`src/rtl/rf_write_scheduler_if.sv`:
```
`default_nettype none
// ============================================================================
// Module      : rf_write_scheduler_if
// Description : Bundle of the handshake and data signals around the shared
//               register-file write port. The master side drives decode,
//               writeback and LLU requests; the slave side is the scheduler.
//   i_wb_*     : pipeline writeback request (valid, rd, data)
//   i_llu_issue*, o_llu_issue_ready : LLU dispatch handshake
//   i_llu_*,   o_llu_ready          : LLU result handshake
//   i_id_*     : decode-stage operand/destination usage
//   o_stall, o_reg_write, o_rd, o_rd_din, o_sb_err : scheduler outputs
// Revision    : 1.0 - initial release
// ============================================================================
interface rf_write_scheduler_if #(
  parameter int XLEN = 32
);
  logic            i_wb_reg_write;
  logic [4:0]      i_wb_rd;
  logic [XLEN-1:0] i_wb_din;
  logic            i_llu_issue;
  logic [4:0]      i_llu_issue_rd;
  logic            o_llu_issue_ready;
  logic            i_llu_valid;
  logic [4:0]      i_llu_rd;
  logic [XLEN-1:0] i_llu_din;
  logic            o_llu_ready;
  logic [4:0]      i_id_rs1;
  logic [4:0]      i_id_rs2;
  logic [4:0]      i_id_rd;
  logic            i_id_uses_rs1;
  logic            i_id_uses_rs2;
  logic            i_id_writes_rd;
  logic            o_stall;
  logic            o_reg_write;
  logic [4:0]      o_rd;
  logic [XLEN-1:0] o_rd_din;
  logic            o_sb_err;

  modport master (
    output i_wb_reg_write, i_wb_rd, i_wb_din,
    output i_llu_issue, i_llu_issue_rd,
    input  o_llu_issue_ready,
    output i_llu_valid, i_llu_rd, i_llu_din,
    input  o_llu_ready,
    output i_id_rs1, i_id_rs2, i_id_rd, i_id_uses_rs1, i_id_uses_rs2, i_id_writes_rd,
    input  o_stall, o_reg_write, o_rd, o_rd_din, o_sb_err
  );

  modport slave (
    input  i_wb_reg_write, i_wb_rd, i_wb_din,
    input  i_llu_issue, i_llu_issue_rd,
    output o_llu_issue_ready,
    input  i_llu_valid, i_llu_rd, i_llu_din,
    output o_llu_ready,
    input  i_id_rs1, i_id_rs2, i_id_rd, i_id_uses_rs1, i_id_uses_rs2, i_id_writes_rd,
    output o_stall, o_reg_write, o_rd, o_rd_din, o_sb_err
  );
endinterface
`default_nettype wire

```
`src/rtl/rf_write_scheduler.sv`:
```
`default_nettype none
// ============================================================================
// Module      : rf_write_scheduler
// Description : Shares the single register-file write port between in-order
//               writeback and a long-latency unit. A pending scoreboard
//               stalls decode on RAW/WAW hazards; LLU results wait in a small
//               FIFO and drain whenever writeback leaves the port idle.
// Ports       : i_clk  - clock, rising edge
//               i_rst  - asynchronous active-high reset
//               bus    - rf_write_scheduler_if.slave (writeback, LLU issue,
//                        LLU result, decode hazard query, write port, error)
// Revision    : 1.0 - initial release
// ============================================================================
module rf_write_scheduler #(
  parameter int XLEN  = 32,
  parameter int DEPTH = 2
) (
  input wire logic            i_clk,
  input wire logic            i_rst,
  rf_write_scheduler_if.slave bus
);
  localparam int          AW        = $clog2(DEPTH);
  localparam logic [AW:0] C_DEPTH   = (AW+1)'(DEPTH);
  localparam logic [AW:0] C_ONE     = (AW+1)'(1);
  localparam logic [AW-1:0] C_PTR_ONE = AW'(1);

  logic [31:0]     pending_q, pending_d;
  logic [AW:0]     count_q, count_d;   // outstanding LLU ops
  logic [AW:0]     fill_q, fill_d;     // FIFO occupancy
  logic [AW-1:0]   wptr_q, rptr_q;
  logic            sb_err_q, sb_err_d;
  logic [4:0]      mem_rd_q  [DEPTH];
  logic [XLEN-1:0] mem_din_q [DEPTH];

  logic            w_wb_active, w_fifo_full, w_fifo_empty;
  logic            w_issue_ready, w_llu_ready, w_issue_acc;
  logic            w_push, w_pop, w_head_write;
  logic [4:0]      w_head_rd;
  logic [XLEN-1:0] w_head_din;
  logic [31:0]     w_clr_mask, w_set_mask, w_pend_eff;

  // Writeback to x0 is treated as an idle port so the FIFO may drain.
  assign w_wb_active   = !i_rst && bus.i_wb_reg_write && (bus.i_wb_rd != 5'd0);
  assign w_fifo_empty  = (fill_q == '0);
  assign w_fifo_full   = (fill_q == C_DEPTH);
  assign w_issue_ready = !i_rst && (count_q < C_DEPTH);
  assign w_llu_ready   = !i_rst && !w_fifo_full;
  assign w_issue_acc   = bus.i_llu_issue && w_issue_ready;
  // Push acceptance uses the pre-pop full flag even when a pop frees a slot.
  assign w_push        = bus.i_llu_valid && w_llu_ready;
  // Occupancy is registered, so an entry is poppable one cycle after push.
  assign w_pop         = !i_rst && !w_wb_active && !w_fifo_empty;
  assign w_head_rd     = mem_rd_q[rptr_q];
  assign w_head_din    = mem_din_q[rptr_q];
  assign w_head_write  = w_pop && (w_head_rd != 5'd0);

  assign w_clr_mask = w_head_write ? (32'd1 << w_head_rd) : 32'd0;
  assign w_set_mask = (w_issue_acc && (bus.i_llu_issue_rd != 5'd0)) ?
                      (32'd1 << bus.i_llu_issue_rd) : 32'd0;
  // Clear is applied combinationally so decode sees the hazard drop in the
  // same cycle the result is written (register file writes through).
  assign w_pend_eff = pending_q & ~w_clr_mask;
  // Set is OR-ed last so it wins over a same-cycle clear.
  assign pending_d  = w_pend_eff | w_set_mask;
  assign sb_err_d   = sb_err_q |
                      (w_push && (bus.i_llu_rd != 5'd0) && !pending_q[bus.i_llu_rd]);

  always_comb begin
    count_d = count_q;
    if (w_issue_acc && !w_pop) begin
      count_d = count_q + C_ONE;
    end else if (!w_issue_acc && w_pop) begin
      count_d = count_q - C_ONE;
    end
  end

  always_comb begin
    fill_d = fill_q;
    if (w_push && !w_pop) begin
      fill_d = fill_q + C_ONE;
    end else if (!w_push && w_pop) begin
      fill_d = fill_q - C_ONE;
    end
  end

  assign bus.o_llu_issue_ready = w_issue_ready;
  assign bus.o_llu_ready       = w_llu_ready;
  assign bus.o_reg_write       = w_wb_active || w_head_write;
  assign bus.o_rd              = w_wb_active ? bus.i_wb_rd  : (w_pop ? w_head_rd  : 5'd0);
  assign bus.o_rd_din          = w_wb_active ? bus.i_wb_din : (w_pop ? w_head_din : '0);
  assign bus.o_sb_err          = sb_err_q;
  // A full FIFO stalls decode to inject writeback bubbles and avoid starvation.
  assign bus.o_stall = i_rst
                    || (bus.i_id_uses_rs1  && w_pend_eff[bus.i_id_rs1])
                    || (bus.i_id_uses_rs2  && w_pend_eff[bus.i_id_rs2])
                    || (bus.i_id_writes_rd && w_pend_eff[bus.i_id_rd])
                    || (bus.i_llu_issue && !w_issue_ready)
                    || w_fifo_full;

  always_ff @(posedge i_clk or posedge i_rst) begin
    if (i_rst) begin
      pending_q <= '0;
      count_q   <= '0;
      fill_q    <= '0;
      wptr_q    <= '0;
      rptr_q    <= '0;
      sb_err_q  <= 1'b0;
    end else begin
      pending_q <= pending_d;
      count_q   <= count_d;
      fill_q    <= fill_d;
      sb_err_q  <= sb_err_d;
      if (w_push) begin
        wptr_q <= wptr_q + C_PTR_ONE;
      end
      if (w_pop) begin
        rptr_q <= rptr_q + C_PTR_ONE;
      end
    end
  end

  // Storage needs no reset: entries are only observed while occupancy is non-zero.
  always_ff @(posedge i_clk) begin
    if (w_push) begin
      mem_rd_q[wptr_q]  <= bus.i_llu_rd;
      mem_din_q[wptr_q] <= bus.i_llu_din;
    end
  end
endmodule
`default_nettype wire

```
`src/flat_wrapper.sv`:
```
// flat-port wrapper written by rule: the top's interface ports become plain ports
module rf_write_scheduler_flat 
#(
  parameter int XLEN  = 32,
  parameter int DEPTH = 2
)
  (i_clk, i_rst, bus_i_wb_reg_write, bus_i_wb_rd, bus_i_wb_din, bus_i_llu_issue, bus_i_llu_issue_rd, bus_o_llu_issue_ready, bus_i_llu_valid, bus_i_llu_rd, bus_i_llu_din, bus_o_llu_ready, bus_i_id_rs1, bus_i_id_rs2, bus_i_id_rd, bus_i_id_uses_rs1, bus_i_id_uses_rs2, bus_i_id_writes_rd, bus_o_stall, bus_o_reg_write, bus_o_rd, bus_o_rd_din, bus_o_sb_err);
  rf_write_scheduler_if #(.XLEN(XLEN)) bus_i ();
  input wire logic i_clk;
  input wire logic i_rst;
  input wire logic [$bits(bus_i.i_wb_reg_write)-1:0] bus_i_wb_reg_write;
  input wire logic [$bits(bus_i.i_wb_rd)-1:0] bus_i_wb_rd;
  input wire logic [$bits(bus_i.i_wb_din)-1:0] bus_i_wb_din;
  input wire logic [$bits(bus_i.i_llu_issue)-1:0] bus_i_llu_issue;
  input wire logic [$bits(bus_i.i_llu_issue_rd)-1:0] bus_i_llu_issue_rd;
  output wire logic [$bits(bus_i.o_llu_issue_ready)-1:0] bus_o_llu_issue_ready;
  input wire logic [$bits(bus_i.i_llu_valid)-1:0] bus_i_llu_valid;
  input wire logic [$bits(bus_i.i_llu_rd)-1:0] bus_i_llu_rd;
  input wire logic [$bits(bus_i.i_llu_din)-1:0] bus_i_llu_din;
  output wire logic [$bits(bus_i.o_llu_ready)-1:0] bus_o_llu_ready;
  input wire logic [$bits(bus_i.i_id_rs1)-1:0] bus_i_id_rs1;
  input wire logic [$bits(bus_i.i_id_rs2)-1:0] bus_i_id_rs2;
  input wire logic [$bits(bus_i.i_id_rd)-1:0] bus_i_id_rd;
  input wire logic [$bits(bus_i.i_id_uses_rs1)-1:0] bus_i_id_uses_rs1;
  input wire logic [$bits(bus_i.i_id_uses_rs2)-1:0] bus_i_id_uses_rs2;
  input wire logic [$bits(bus_i.i_id_writes_rd)-1:0] bus_i_id_writes_rd;
  output wire logic [$bits(bus_i.o_stall)-1:0] bus_o_stall;
  output wire logic [$bits(bus_i.o_reg_write)-1:0] bus_o_reg_write;
  output wire logic [$bits(bus_i.o_rd)-1:0] bus_o_rd;
  output wire logic [$bits(bus_i.o_rd_din)-1:0] bus_o_rd_din;
  output wire logic [$bits(bus_i.o_sb_err)-1:0] bus_o_sb_err;
  assign bus_i.i_wb_reg_write = bus_i_wb_reg_write;
  assign bus_i.i_wb_rd = bus_i_wb_rd;
  assign bus_i.i_wb_din = bus_i_wb_din;
  assign bus_i.i_llu_issue = bus_i_llu_issue;
  assign bus_i.i_llu_issue_rd = bus_i_llu_issue_rd;
  assign bus_o_llu_issue_ready = bus_i.o_llu_issue_ready;
  assign bus_i.i_llu_valid = bus_i_llu_valid;
  assign bus_i.i_llu_rd = bus_i_llu_rd;
  assign bus_i.i_llu_din = bus_i_llu_din;
  assign bus_o_llu_ready = bus_i.o_llu_ready;
  assign bus_i.i_id_rs1 = bus_i_id_rs1;
  assign bus_i.i_id_rs2 = bus_i_id_rs2;
  assign bus_i.i_id_rd = bus_i_id_rd;
  assign bus_i.i_id_uses_rs1 = bus_i_id_uses_rs1;
  assign bus_i.i_id_uses_rs2 = bus_i_id_uses_rs2;
  assign bus_i.i_id_writes_rd = bus_i_id_writes_rd;
  assign bus_o_stall = bus_i.o_stall;
  assign bus_o_reg_write = bus_i.o_reg_write;
  assign bus_o_rd = bus_i.o_rd;
  assign bus_o_rd_din = bus_i.o_rd_din;
  assign bus_o_sb_err = bus_i.o_sb_err;
  rf_write_scheduler #(.XLEN(XLEN), .DEPTH(DEPTH)) u_core (.i_clk(i_clk), .i_rst(i_rst), .bus(bus_i));
endmodule
```
`config.mk`:
```
export PLATFORM = sky130hd
export DESIGN_NAME = rf_write_scheduler_flat
export DESIGN_NICKNAME = d
export VERILOG_FILES = /design/src/rtl/rf_write_scheduler_if.sv /design/src/rtl/rf_write_scheduler.sv /design/src/flat_wrapper.sv
export SDC_FILE = /design/constraint.sdc
export NUM_CORES = 1
export LEC_CHECK = 0
export BUFFER_PORTS_ARGS = -buffer_cell sky130_fd_sc_hd__clkbuf_2
export CAP_MARGIN = 10
export CORE_AREA = 8 8 145 147
export CTS_BUF_LIST = sky130_fd_sc_hd__clkbuf_16
export CTS_CLUSTER_DIAMETER = 40
export DETAILED_ROUTE_END_ITERATION = 6
export DIE_AREA = 0 0 153 155
export SETUP_SLACK_MARGIN = 0.1
export SYNTH_ARGS = -nofsm -noshare
export SYNTH_HDL_FRONTEND = slang
export SYNTH_SLANG_ARGS = --single-unit
```
`constraint.sdc`:
```
create_clock -name i_clk -period 5.8 [get_ports i_clk]
set_input_delay 0.58 -clock i_clk [delete_from_list [all_inputs] [get_ports i_clk]]
set_output_delay 0.58 -clock i_clk [all_outputs]
set_load 0.01 [all_outputs]
```
==> results of run 1 <==
## sequential cells by signal (all words and copies together), names as in the netlist
name and cells:
u_core.pending_q 32, u_core.count_q 2, u_core.mem_rd_q 10, u_core.bus.o_sb_err 1, u_core.mem_din_q 64, u_core.wptr_q 1
u_core.fill_q 2, u_core.rptr_q 1
## Yosys cell counts, types with 5 or more instances
master	count	area, um^2
nand3_1	10	50.1
edfxtp_1	74	2220
nand2_1	56	210
a21oi_1	11	55.1
o211ai_1	6	45.0
inv_1	13	48.8
nor2b_1	6	37.5
a211oi_1	6	45.0
mux2i_1	49	490
o31ai_1	50	375
buf_1	7	26.3
nand2b_1	5	31.3
mux4_2	14	315
o21ai_0	38	190
nor3_1	15	75.1
o31ai_2	9	113
clkbuf_1	24	90.1
dfrtp_1	39	976
nor2_1	30	113
a31oi_1	5	31.3
## final cells by class
class                           count  share of cell area
Sequential cell                   113               0.405
Multi-Input combinational cell    394               0.383
Timing Repair Buffer              147              0.0943
Clock buffer                       17              0.0538
Tap cell                          238              0.0377
Clock inverter                     15              0.0201
Inverter                           13             0.00617
## logic make-up after synthesis
logic type      after synthesis
xor+xnor                      8
fa+ha+maj                     2
compound gates              163
simple gates                152
flops                       113
buf+inv                      49
mux                          69
## power by group
group	total, W	switching, W	internal, W	leakage (nW)
clock network	0.00102	0.000381	0.000635	0.282
logic	0.00102	0.000613	0.000412	1.67
registers	0.00119	0.000155	0.00103	1.17
total	0.00323	0.00115	0.00208	3.12
## critical path, stage by stage, from the launching register on
cell and delay [ns]:
dfrtp_2 0.94, mux2_4 0.31, o2111ai_4 0.34, o31ai_1 0.81, mux4_2 0.39, or3_1 0.10, o211ai_1 0.08, nor4_1 0.35
nand4_1 0.17, clkbuf_2 0.17
## worst paths after layout
| check | startpoint | endpoint | slack [ns] | cells after the start |
|---|---|---|---|---|
| min in group asynchronous | i_rst | u_core.rptr_q$_DFFE_PP0P_ | 0.38 | 3 |
| setup / recovery | u_core.rptr_q$_DFFE_PP0P_ | bus_o_stall | 1.12 | 9 |
| hold / removal | bus_i_llu_din[10] | u_core.mem_din_q[1][10]$_DFFE_PP_ | 0.35 | 1 |
| setup reg to reg | u_core.rptr_q$_DFFE_PP0P_ | u_core.pending_q[2]$_DFF_PP0_ | 2.95 | 4 |
| hold reg to reg | u_core.pending_q[0]$_DFF_PP0_ | u_core.pending_q[0]$_DFF_PP0_ | 0.42 | 0 |
| max in group asynchronous | i_rst | u_core.rptr_q$_DFFE_PP0P_ | 5.04 | 3 |
## routing by layer
metal / share of wire / vias up
met4: 0.022 / 0
li1: - / 2446
met3: 0.081 / 34
met5: 0 / -
met1: 0.44 / 2596
met2: 0.45 / 289
## metrics by stage
stage	cells	setup WS, ns	utilization	power [W]
after floorplan	556	2.75	-	0.00187
after global placement	905	1.63	0.386	0.00220
after detailed placement	905	1.57	0.386	0.00222
after CTS	937	1.18	0.417	0.00324
after global routing	937	0.954	0.417	0.00338
final	937	1.12	0.417	0.00323
==> impl_metrics.py, run 1 <==
metrics = {
    "run_status": {
        "status": "complete, no violations",
    },
    "timing": {
        "slew_viol_final": 0,
        "rsz0062_at_grt": "no",
        "worst_pin_slew_ns": 1.08,
        "max_freq_mhz": 214,
        "hold_viol": 0,
        "fin_crit_sh": 0.807,
        "setup_tns_ns": 0,
        "whs_ns": 0.355,
        "slew_headroom": 0.281,
        "min_period_ns": 4.68,
        "setup_viol": 0,
        "skew_ns": 0.0175,
    },
    "logic_synthesis": {
        "syn_nets": 660,
        "post_synth_num_cell_types": 71,
        "synth_xor_area_frac": 0.0109,
        "synth_top_family_by_area": "compound AO/OA/AOI/OAI gates",
        "netlist_instances": 556,
        "synthFlopType": "edfxtp_1",
        "synthArstFlopShare": 0.345,
        "syn_area_um2": 6420,
        "ys_warn_count": 0,
        "synthAdderAreaFrac": 0.00390,
        "synth-simple-area-share": 0.117,
        "synth_compound_area_frac": 0.193,
        "seq_area_frac_synth": 0.498,
        "synth_seq_cells": 113,
        "synth_mux_area_frac": 0.144,
        "avgSynthCellArea_um2": 11.5,
        "synth_edf_count": 74,
    },
    "die": {
        "die-area_um2": 23700,
        "coreArea_um2": 19000,
        "io_pins": 144,
        "die_height_um": 155,
        "row_count": 51,
        "start_util": 0.339,
        "fp.dieW_um": 153,
    },
    "drt": {
        "drc": 0,
        "wl_um": 19900,
        "drtIter0Drc": 411,
        "avgRoutedWirePerCell_um": 21.2,
        "vias_per_cell": 5.73,
        "vias": 5365,
        "first_pass_iters": 5,
        "ant_nets": 0,
    },
    "cells_and_area": {
        "final_common_cell": "clkbuf_2",
        "seqCellArea_um2": 3200,
        "diodes": 0,
        "multiInputGateArea_um2": 3030,
        "n_fill_cell": 1796,
        "area_growth_pct": 23.2,
        "drive_above_1_share": 0.326,
        "final_cell_mix": "clkbuf_2 (143), edfxtp_1 (74), nand2_1 (56)",
        "finalNetCount": 790,
        "design_area_um2": 7910,
    },
    "cts": {
        "post_cts_resized": 0,
        "cts_tree": "yes",
        "ctsHoldBuffers": 0,
        "ctsLongestPathBuffers": 2,
        "post-cts-setup-buffers": 0,
        "cts_num_sinks": 113,
        "cts-root-buf": "clkbuf_16",
        "cts_made_buffers": 17,
        "path_clk_slew_ns": 0.06,
        "clk_latency_ns": 0.42,
        "cts-htree-levels": 4,
    },
    "setup_path": {
        "crit_path_end_kind": "output port",
        "cp-start-kind": "flip-flop",
        "crit_arrival_ns": 4.10,
        "cp.required_ns": 5.22,
        "worstSetupPathType": "reg2out",
        "crit_fanout": 40,
    },
    "worst_hold_path": {
        "min_path_type": "in2reg",
    },
    "grt": {
        "use_met2": 0.261,
        "grt_max_degree": 69,
        "antenna_found_initial": 0,
        "grt_util_met3": 0.0505,
        "grt_overflow": 0,
        "grt_util_all_layers": 0.166,
        "grt_pass1_vias": 5348,
        "grt_pass1_wl_um": 30900,
        "top_usage_layer": "met2",
        "met1_usage": 0.217,
    },
    "job": {
        "cap_violations": 0,
    },
    "power_and_ir_drop": {
        "power_density_nw_per_um2": 409,
        "irDropWorstVdd_mv": 0.234,
        "p_leak_nw": 3.12,
    },
    "placement": {
        "dp_hpwl_um": 15000,
        "gp_congestion": 0.927,
        "placed_area_um2": 7320,
        "port_buffers": 143,
    },
}
Power figures use the tool's default switching activity.
==> inputs of run 2 (changes only) <==
==> constraint.sdc (replaced) <==
create_clock -name i_clk -period 4 [get_ports i_clk]
set_input_delay 0.4 -clock i_clk [delete_from_list [all_inputs] [get_ports i_clk]]
set_output_delay 0.4 -clock i_clk [all_outputs]
set_load 0.01 [all_outputs]
==> run 2 against run 1 <==
Clock skew decreased by 0.011 ns. Flip-flop and latch count is the same. Sequential power grew 43%. Cell area rose by 2.1%. Die area is the same. Combinational power is 54% higher. Critical path type unchanged. Sequential share of layout area shrank 0.80 points. Highest routed layer unchanged. Total power up 51%. Register-to-register slack lost 1.2 ns.
==> impl_metrics.py, run 2 (synthesized netlist as in run 1, its figures left out) <==
metrics = {
    "timing": {
        "whs_ns": 0.170,
        "min_period_ns": 3.69,
        "setup_viol": 0,
        "max_freq_mhz": 271,
        "hold_viol": 0,
        "worst_pin_slew_ns": 0.897,
        "skew_ns": 0.00626,
        "setup_tns_ns": 0,
        "slew_headroom": 0.402,
        "slew_viol_final": 0,
        "fin_crit_sh": 0.924,
        "rsz0062_at_grt": "no",
    },
    "drt": {
        "wl_um": 20000,
        "vias_per_cell": 5.63,
        "vias": 5357,
        "ant_nets": 0,
        "first_pass_iters": 5,
        "drc": 0,
        "avgRoutedWirePerCell_um": 21.0,
        "drtIter0Drc": 357,
    },
    "die": {
        "die_height_um": 155,
        "start_util": 0.339,
        "die-area_um2": 23700,
        "row_count": 51,
        "fp.dieW_um": 153,
        "io_pins": 144,
        "coreArea_um2": 19000,
    },
    "grt": {
        "grt_max_degree": 43,
        "antenna_found_initial": 0,
        "grt_overflow": 0,
        "grt_util_all_layers": 0.170,
        "grt_pass1_vias": 5497,
        "grt_pass1_wl_um": 31100,
    },
    "cells_and_area": {
        "seqCellArea_um2": 3200,
        "n_fill_cell": 1782,
        "drive_above_1_share": 0.342,
        "diodes": 0,
        "area_growth_pct": 25.8,
        "largest_reg_flops": 64,
        "finalNetCount": 804,
        "multiInputGateArea_um2": 3040,
        "final_common_cell": "clkbuf_2",
        "final_cell_mix": "clkbuf_2 (143), edfxtp_1 (74), nand2_1 (56)",
        "registers.top_by_ff_count": "u_core.mem_din_q",
        "design_area_um2": 8070,
        "reg_top3": "u_core.mem_din_q: 64 flops, u_core.pending_q: 32 flops, u_core.mem_rd_q: 10 flops",
    },
    "setup_path": {
        "cp-start-kind": "flip-flop",
        "crit_arrival_ns": 3.29,
        "crit_end": "bus_o_stall",
        "rr_worst_depth": 4,
        "crit_fanout": 28,
        "r2r_start": "u_core.rptr_q$_DFFE_PP0P_",
        "cp.required_ns": 3.60,
        "worstSetupStartpoint": "u_core.rptr_q$_DFFE_PP0P_",
        "timing.rr.end": "u_core.pending_q[14]$_DFF_PP0_",
        "r2r_setup_slack_ns": 1.74,
        "crit_path_end_kind": "output port",
        "worstSetupPathType": "reg2out",
    },
    "cts": {
        "path_clk_slew_ns": 0.06,
        "cts_made_buffers": 17,
        "ctsHoldBuffers": 0,
        "cts_num_sinks": 113,
        "cts_tree": "yes",
        "cts-root-buf": "clkbuf_16",
        "cts-htree-levels": 4,
        "clk_latency_ns": 0.42,
        "ctsLongestPathBuffers": 2,
    },
    "power_and_ir_drop": {
        "irDropWorstVdd_mv": 0.397,
        "power_density_nw_per_um2": 604,
        "p_leak_nw": 3.21,
    },
    "run_status": {
        "status": "complete, no violations",
    },
    "job": {
        "cap_violations": 0,
    },
    "placement": {
        "gp_congestion": 0.978,
        "port_buffers": 143,
        "placed_area_um2": 7430,
        "dp_hpwl_um": 15300,
    },
    "worst_hold_path": {
        "min_path_type": "in2reg",
    },
}
[run 2: metal layers]
metal | routed length [um] | up-vias | GRT usage
li1 | - | 2473 | -
met1 | 8830 | 2575 | 0.217
met2 | 8860 | 263 | 0.259
met3 | 1730 | 46 | 0.0610
met4 | 571 | 0 | 0.0660
met5 | 0 | - | 0
[run 2: timing repair]
| action | in CTS | in global routing |
|---|---|---|
| resized for setup | 0 | 3 |
| endpoints found under the setup margin | 0 | 1 |
| endpoints found under the hold margin | 0 | 0 |
| buffers inserted | 0 | 0 |
[run 2: through the flow]
step | worst slack (ns) | utilization | std cells | power [W]
global route | 0.142 | 0.426 | 951 | 0.00513
global placement | 0.650 | 0.392 | 919 | 0.00325
finish | 0.306 | 0.426 | 951 | 0.00488
floorplan | 0.975 | - | 556 | 0.00271
CTS | 0.111 | 0.425 | 951 | 0.00490
detailed placement | 0.619 | 0.392 | 919 | 0.00327
[run 2: worst min-delay path by stage]
| stage | start | end | slack, ns | cells past startpoint |
|---|---|---|---|---|
| 2_1_floorplan | u_core.pending_q[0]$_DFF_PP0_ | u_core.pending_q[0]$_DFF_PP0_ | 0.45 | 1 |
| 3_3_place_gp | u_core.pending_q[0]$_DFF_PP0_ | u_core.pending_q[0]$_DFF_PP0_ | 0.39 | 0 |
| 3_5_place_dp | u_core.pending_q[0]$_DFF_PP0_ | u_core.pending_q[0]$_DFF_PP0_ | 0.40 | 0 |
| 4_1_cts | bus_i_llu_din[25] | u_core.mem_din_q[0][25]$_DFFE_PP_ | 0.15 | 1 |
| 5_1_grt | bus_i_llu_din[28] | u_core.mem_din_q[0][28]$_DFFE_PP_ | 0.15 | 1 |
| 6_report | bus_i_llu_din[25] | u_core.mem_din_q[0][25]$_DFFE_PP_ | 0.17 | 1 |
[run 2: worst max-delay path, cell delays in order (launching register included)]
cell and delay, ns:
dfrtp_4 0.62, mux2i_1 0.27, o2111ai_2 0.14, buf_4 0.23, o31ai_1 0.63, nor2_1 0.08, o41ai_1 0.29, o31ai_1 0.11
o221ai_1 0.22, nand4_1 0.12, clkbuf_2 0.15
[run 2: cell type report]
type	count	area share
clock buffers	17	0.0527
clock inverters	15	0.0254
inverters	13	0.00604
multi-input cells	394	0.377
flip-flops and latches	113	0.397
well taps	238	0.0369
repair buffers	161	0.105
[run 2: power by group]
part	internal [W]	switching (W)
clock network	0.00105	0.000561
registers	0.00150	0.000196
logic	0.000650	0.000921
total	0.00320	0.00168
